`src/rtl/fetch_pkg.sv`:
```
// Shared types, constants and the line-alignment helper for the fetch sequencer.
package fetch_pkg;

  typedef enum logic [2:0] {
    ST_BOOT      = 3'd0,
    ST_RUN       = 3'd1,
    ST_MISS_REQ  = 3'd2,
    ST_MISS_FILL = 3'd3,
    ST_REPLAY    = 3'd4
  } state_t;

  localparam int WORD_BYTES         = 4;
  localparam int DEFAULT_LINE_WORDS = 4;
  localparam int LINE_OFFSET_BITS   = $clog2(DEFAULT_LINE_WORDS) + 2;

  function automatic int line_offset_bits(input int line_words);
    return $clog2(line_words) + 2;
  endfunction

  // Clears the byte-within-line bits; callers narrow the result to their address width.
  function automatic logic [63:0] line_align(input logic [63:0] addr, input int off_bits);
    logic [63:0] mask;
    mask = ~((64'd1 << off_bits) - 64'd1);
    return addr & mask;
  endfunction

endpackage

```
`src/rtl/fetch_sequencer_refill_counter.sv`:
```
// Refill beat counter: counts delivered words of a line and flags the final beat.
module refill_counter
  import fetch_pkg::*;
#(
  parameter int LINE_WORDS = 4
) (
  input  logic                          clk,
  input  logic                          reset,
  input  logic                          i_clr,
  input  logic                          i_inc,
  output logic [$clog2(LINE_WORDS)-1:0] o_count,
  output logic                          o_last
);

  localparam int CW = $clog2(LINE_WORDS);

  logic [CW-1:0] r_count;

  always_ff @(posedge clk or posedge reset) begin
    if (reset) begin
      r_count <= '0;
    end else if (i_clr) begin
      r_count <= '0;
    end else if (i_inc) begin
      r_count <= r_count + CW'(1);
    end
  end

  assign o_count = r_count;
  assign o_last  = (r_count == CW'(LINE_WORDS - 1));

endmodule

```
`src/rtl/fetch_sequencer.sv`:
```
// Instruction-fetch control FSM: PC/IF-ID steering, redirects, stalls and icache line refill.
module fetch_sequencer
  import fetch_pkg::*;
#(
  parameter int ADDR_WIDTH = 32,
  parameter int LINE_WORDS = 4
) (
  input  logic                  clk,
  input  logic                  reset,
  input  logic [ADDR_WIDTH-1:0] pc_cur,
  input  logic                  stall_id,
  input  logic                  branch_taken,
  input  logic [ADDR_WIDTH-1:0] branch_target,
  input  logic                  jump,
  input  logic [ADDR_WIDTH-1:0] jump_target,
  input  logic                  icache_miss,
  input  logic                  mem_gnt,
  input  logic                  mem_rvalid,
  output logic                  pc_write,
  output logic [ADDR_WIDTH-1:0] pc_in,
  output logic                  if_id_write,
  output logic                  flush,
  output logic                  cache_enable,
  output logic                  mem_req,
  output logic [ADDR_WIDTH-1:0] mem_addr,
  output logic                  fill_we,
  output logic [ADDR_WIDTH-1:0] fill_addr,
  output logic                  busy
);

  localparam int OFF_BITS = line_offset_bits(LINE_WORDS);
  localparam int CW       = $clog2(LINE_WORDS);

  state_t                r_state;
  state_t                w_next;
  logic [ADDR_WIDTH-1:0] r_fetch_pc_d;
  logic [ADDR_WIDTH-1:0] r_line_base;
  logic                  r_pend_vld;
  logic [ADDR_WIDTH-1:0] r_pend_tgt;

  logic                  w_redirect;
  logic [ADDR_WIDTH-1:0] w_target;
  logic [ADDR_WIDTH-1:0] w_pc_plus4;
  logic                  w_latch_base;
  logic                  w_cnt_clr;
  logic                  w_cnt_inc;
  logic [CW-1:0]         w_count;
  logic                  w_last;

  assign w_redirect = branch_taken | jump;
  assign w_target   = branch_taken ? branch_target : jump_target;
  assign w_pc_plus4 = pc_cur + ADDR_WIDTH'(WORD_BYTES);

  refill_counter #(.LINE_WORDS(LINE_WORDS)) u_refill_counter (
    .clk     (clk),
    .reset   (reset),
    .i_clr   (w_cnt_clr),
    .i_inc   (w_cnt_inc),
    .o_count (w_count),
    .o_last  (w_last)
  );

  always_comb begin
    w_next       = r_state;
    w_latch_base = 1'b0;
    w_cnt_clr    = 1'b0;
    w_cnt_inc    = 1'b0;
    pc_write     = 1'b0;
    pc_in        = '0;
    if_id_write  = 1'b0;
    flush        = !stall_id;
    cache_enable = 1'b0;
    mem_req      = 1'b0;
    mem_addr     = '0;
    fill_we      = 1'b0;
    fill_addr    = '0;
    busy         = (r_state != ST_RUN);

    case (r_state)
      ST_BOOT: begin
        cache_enable = 1'b1;
        pc_write     = 1'b1;
        pc_in        = w_pc_plus4;
        w_next       = ST_RUN;
      end
      ST_RUN: begin
        if (w_redirect) begin
          pc_write = 1'b1;
          pc_in    = w_target;
          flush    = 1'b1;
        end else if (icache_miss) begin
          pc_write     = 1'b1;
          pc_in        = r_fetch_pc_d;
          w_latch_base = 1'b1;
          w_next       = ST_MISS_REQ;
        end else begin
          cache_enable = 1'b1;
          pc_write     = !stall_id;
          pc_in        = w_pc_plus4;
          if_id_write  = !stall_id;
          flush        = 1'b0;
        end
      end
      ST_MISS_REQ: begin
        if (w_redirect) begin
          pc_write = 1'b1;
          pc_in    = w_target;
          flush    = 1'b1;
          w_next   = ST_RUN;
        end else begin
          mem_req  = 1'b1;
          mem_addr = r_line_base;
          if (mem_gnt) begin
            w_cnt_clr = 1'b1;
            w_next    = ST_MISS_FILL;
          end
        end
      end
      ST_MISS_FILL: begin
        if (mem_rvalid) begin
          fill_we   = 1'b1;
          fill_addr = r_line_base + ADDR_WIDTH'(w_count) * ADDR_WIDTH'(WORD_BYTES);
          w_cnt_inc = 1'b1;
          if (w_last) w_next = ST_REPLAY;
        end
      end
      ST_REPLAY: begin
        cache_enable = 1'b1;
        pc_write     = 1'b1;
        if (w_redirect) begin
          pc_in = w_target;
          flush = 1'b1;
        end else if (r_pend_vld) begin
          pc_in = r_pend_tgt;
          flush = 1'b1;
        end else begin
          pc_in = w_pc_plus4;
        end
        w_next = ST_RUN;
      end
      default: w_next = ST_BOOT;
    endcase

    // Outputs are combinational, so reset must force them directly rather than wait for the state.
    if (reset) begin
      w_latch_base = 1'b0;
      w_cnt_clr    = 1'b0;
      w_cnt_inc    = 1'b0;
      pc_write     = 1'b0;
      pc_in        = '0;
      if_id_write  = 1'b0;
      flush        = 1'b1;
      cache_enable = 1'b0;
      mem_req      = 1'b0;
      mem_addr     = '0;
      fill_we      = 1'b0;
      fill_addr    = '0;
      busy         = 1'b0;
    end
  end

  always_ff @(posedge clk or posedge reset) begin
    if (reset) begin
      r_state      <= ST_BOOT;
      r_fetch_pc_d <= '0;
      r_line_base  <= '0;
      r_pend_vld   <= 1'b0;
      r_pend_tgt   <= '0;
    end else begin
      r_state <= w_next;
      if (cache_enable) r_fetch_pc_d <= pc_cur;
      if (w_latch_base) r_line_base <= ADDR_WIDTH'(line_align(64'(r_fetch_pc_d), OFF_BITS));
      // Redirects arriving mid-fill are parked until REPLAY; the latest one wins.
      if (r_state == ST_MISS_FILL && w_redirect) begin
        r_pend_vld <= 1'b1;
        r_pend_tgt <= w_target;
      end else if (r_state == ST_REPLAY) begin
        r_pend_vld <= 1'b0;
      end
    end
  end

endmodule

```
`config.mk`:
```
export PLATFORM = sky130hd
export DESIGN_NAME = fetch_sequencer
export DESIGN_NICKNAME = d
export VERILOG_FILES = /design/src/rtl/fetch_pkg.sv /design/src/rtl/fetch_sequencer_refill_counter.sv /design/src/rtl/fetch_sequencer.sv
export SDC_FILE = /design/constraint.sdc
export NUM_CORES = 1
export LEC_CHECK = 0
export CAP_MARGIN = 20
export CORE_MARGIN = 2
export CORE_UTILIZATION = 45
export DETAILED_ROUTE_END_ITERATION = 10
export MAX_ROUTING_LAYER = met4
export PLACE_DENSITY = 0.8
export SYNTH_ARGS = -nofsm -noshare
export SYNTH_HDL_FRONTEND = slang
export SYNTH_HIERARCHICAL = 1
export SYNTH_SLANG_ARGS = --single-unit
```
`constraint.sdc`:
```
create_clock -name clk -period 9.69 [get_ports clk]
set_input_delay 2.907 -clock clk [delete_from_list [all_inputs] [get_ports clk]]
set_output_delay 2.907 -clock clk [all_outputs]
set_load 0.005 [all_outputs]
```
==> summary.txt <==
Post-CTS Hold Buffers: 0
Wire per inst: 19.6 um
Initial DRT Pass Iterations: 6
Final Hold Viols: 0
Mapped cell area: 0.00667 mm^2
Die area: 0.0158 mm^2
Combinational Power Share: 41.6%
RSZ-0062 raised after global routing: false
Initial core utilization: 45.9%
EDFF count, synth: 0
Switching Share: 35.9%
Worst hold path type: reg -> reg
Util after Layout: 61.3%
PnR worst setup slack: 0.955 ns
Critical path class: in -> out
Dpl hpwl: 15.2 mm
Max_slew headroom: 43.2%
Slew @ Worst Pin: 0.848 ns
CTS Buffer Depth: 2
Synthesized area per cell: 9.86 um^2
Slowest CP cell: o211a_1
Worst Hold Depth: 1
Tmin final: 8.74 ns
Asr flop ratio synth: 100%
Commonest non-fill, non-tap cells in the layout: clkdlybuf4s50_1, dfrtp_1, mux2_2, and2_1, nor2_1
Setup violation total in the final timing report: 0
Worst stage delay on the critical path: 0.70 ns
Row cnt: 44
TNS Setup: 0 ns
Flop2flop setup slack: 6.94 ns
Clock Power Share: 16.9%
Layout cells sized above 1: 15.9%
Yosys warns: 6
Crit-path cells: buf_2 -> or2_1 -> o211a_1 -> buf_4 -> a221oi_1 -> o32ai_1 -> clkdlybuf4s50_1
Routed wire length: 20.2 mm
Pin count of the biggest net entering global routing: 56
Sequential cell area fraction in the yosys report: 36.8%
Worst setup EP type: primary output
Vias/cell: 5.83
CP Data Arrival Time: 5.83 ns
CP startpoint kind: input port
CTS buffer count: 9
Diode count: 0
Pre-CTS setup slack: 1.00 ns
Drt drc: 0
Synth unique cells: 60
DIE WIDTH: 126 um
Total gr overflow: 0
H-tree levels: 3
Reg clk slew, reported paths: 0.07 ns
Commonest non-fill, non-tap cell in the layout: clkdlybuf4s50_1
Antenna violations before repair: 0
Die H: 126 um
Max FO, Critical Path: 29
Static leakage: 3.52 nW
Gp weighted congestion: 0.952
Start of the worst register-to-register path: r_state[0]
DR vias: 6,004
Max_cap viols: 0
Final std cells w/o fill: 1,029
R2R Path End: r_line_base[23]
Critical Path RT: 6.78 ns
IO Port Bufs: 200
Reg2Reg Depth: 4
Status: complete, no violations
Sum of buffers and inverters on the critical path: 3
Tot GR Track Use: 26.0%
Hold_sp: r_pend_tgt[7]
Leading area contributor after synthesis: dfrtp_1
Post-CTS Setup Inserts: 0
Synth Register Bits: 98
Vias in the first global route: 5,608
Synth top area share: 36.8%
Synth-to-Final Area Change: 33.5%
Max VDD drop: 0.000100 V
Synthesized instance count: 677
CTS Sinks: 98
First-pass GRT wire length: 31.9 mm
CTS tree: yes
Hold endpoint: r_pend_tgt[7]
Max Clock Skew: 0.00468 ns
Io pins: 207
Fin. max-slew vios: 0
Clk Latency, worst-skew pair: 0.34 ns
Post-synth top flop: dfrtp_1
PwrDens: 215 mW/mm^2
Post-CTS sizing: 0
Tcrit/Tclk final: 90.1%
Sequential Power Share: 41.6%
Routed Antenna Nets: 0
Nets: 949
Core ar.: 0.0145 mm^2
Starting DRT DRC Count: 609
NetSw: 686 uW
Pint: 1.23 mW
Placed cells: 1,016
Clk root buf: clkbuf_16
Synth top area cells: dfrtp_1, mux2_2, and2_1, mux2_4, a21oi_1
Achievable Freq: 114 MHz
Top delay family on crit path: buffers and inverters
Overall power: 1.91 mW
[cell families (layout without fill, tap and decap cells)]
| family | count (synthesis) | in the layout | synth area share (%) |
|---|---|---|---|
| AOI/OAI and AO/OA | 146 | 146 | 15.4 |
| xor gates and xnor gates | 29 | 29 | 3.81 |
| adders and majority gates | 2 | 2 | 0.375 |
| buffers and inverters | 72 | 235 | 6.24 |
| DFF | 98 | 98 | 36.8 |
| muxes | 105 | 105 | 18.7 |
| other | 1 | 6 | 0.0562 |
| and+or+nand+nor | 224 | 224 | 18.7 |
[power by group through the flow]
stage	logic [mW]	registers, mW	clock network, mW
6_report	0.795	0.795	0.322
5_1_grt	0.867	0.820	0.342
4_1_cts	0.793	0.788	0.325
3_5_place_dp	0.789	0.796	0
3_3_place_gp	0.772	0.785	0
2_1_floorplan	0.565	0.701	0
[cell type report]
cell class / count / area (um^2)
clock buffers: 9 / 225
fillers: 1230 / 5620
well taps: 184 / 230
clock inverters: 4 / 32.5
repair buffers: 211 / 2080
flip-flops and latches: 98 / 2450
multi-input cells: 512 / 3850
inverters: 11 / 43.8
[cells in the mapped netlist, types with 14 or more instances]
library cell and instances:
dfrtp_1 98, mux2_2 64, and2_1 63, nor2_1 51, a21oi_1 44, nand2_1 41, mux2_4 23, o21ai_0 23
xnor2_1 20, clkbuf_1 19, buf_2 18, mux2i_1 18, a222oi_1 15, buf_4 15, nand4_1 15, a221oi_1 14
[state kept, by name, indices dropped and copies added (netlist names)]
signal and flops:
r_pend_vld 1, r_pend_tgt 32, r_line_base 28, r_fetch_pc_d 32, u_refill_counter/o_count 2, r_state 3
[routing by layer]
metal	track usage, %	wire (um)
met3	2.89	1630
met4	8.86	525
met5	-	0
met1	38.3	9120
met2	37.5	8910
[through the flow]
step / area (um^2) / hold WS, ns
after detailed placement: 8650 / 0.495
after floorplan: 6690 / 0.464
after global routing: 8910 / 0.529
after CTS: 8910 / 0.511
after global placement: 8650 / 0.487
final: 8910 / 0.510
[worst register-to-register path, stage by stage, from the launching register on]
cell and delay [ns]:
dfrtp_1 0.80, and4bb_1 0.83, and3_1 0.27, buf_4 0.34
mux2_2 0.40
[worst max path at each step]
stage	startpoint	cells after the start	to	slack (ns)
finish	branch_taken	7	pc_in[18]	0.95
global route	branch_taken	7	pc_in[18]	0.83
CTS	branch_taken	7	pc_in[18]	0.99
detailed placement	branch_taken	7	pc_in[18]	1.00
global placement	branch_taken	7	pc_in[18]	1.05
floorplan	reset	4	pc_in[15]	0.76
(Power assumes the default switching activity.)
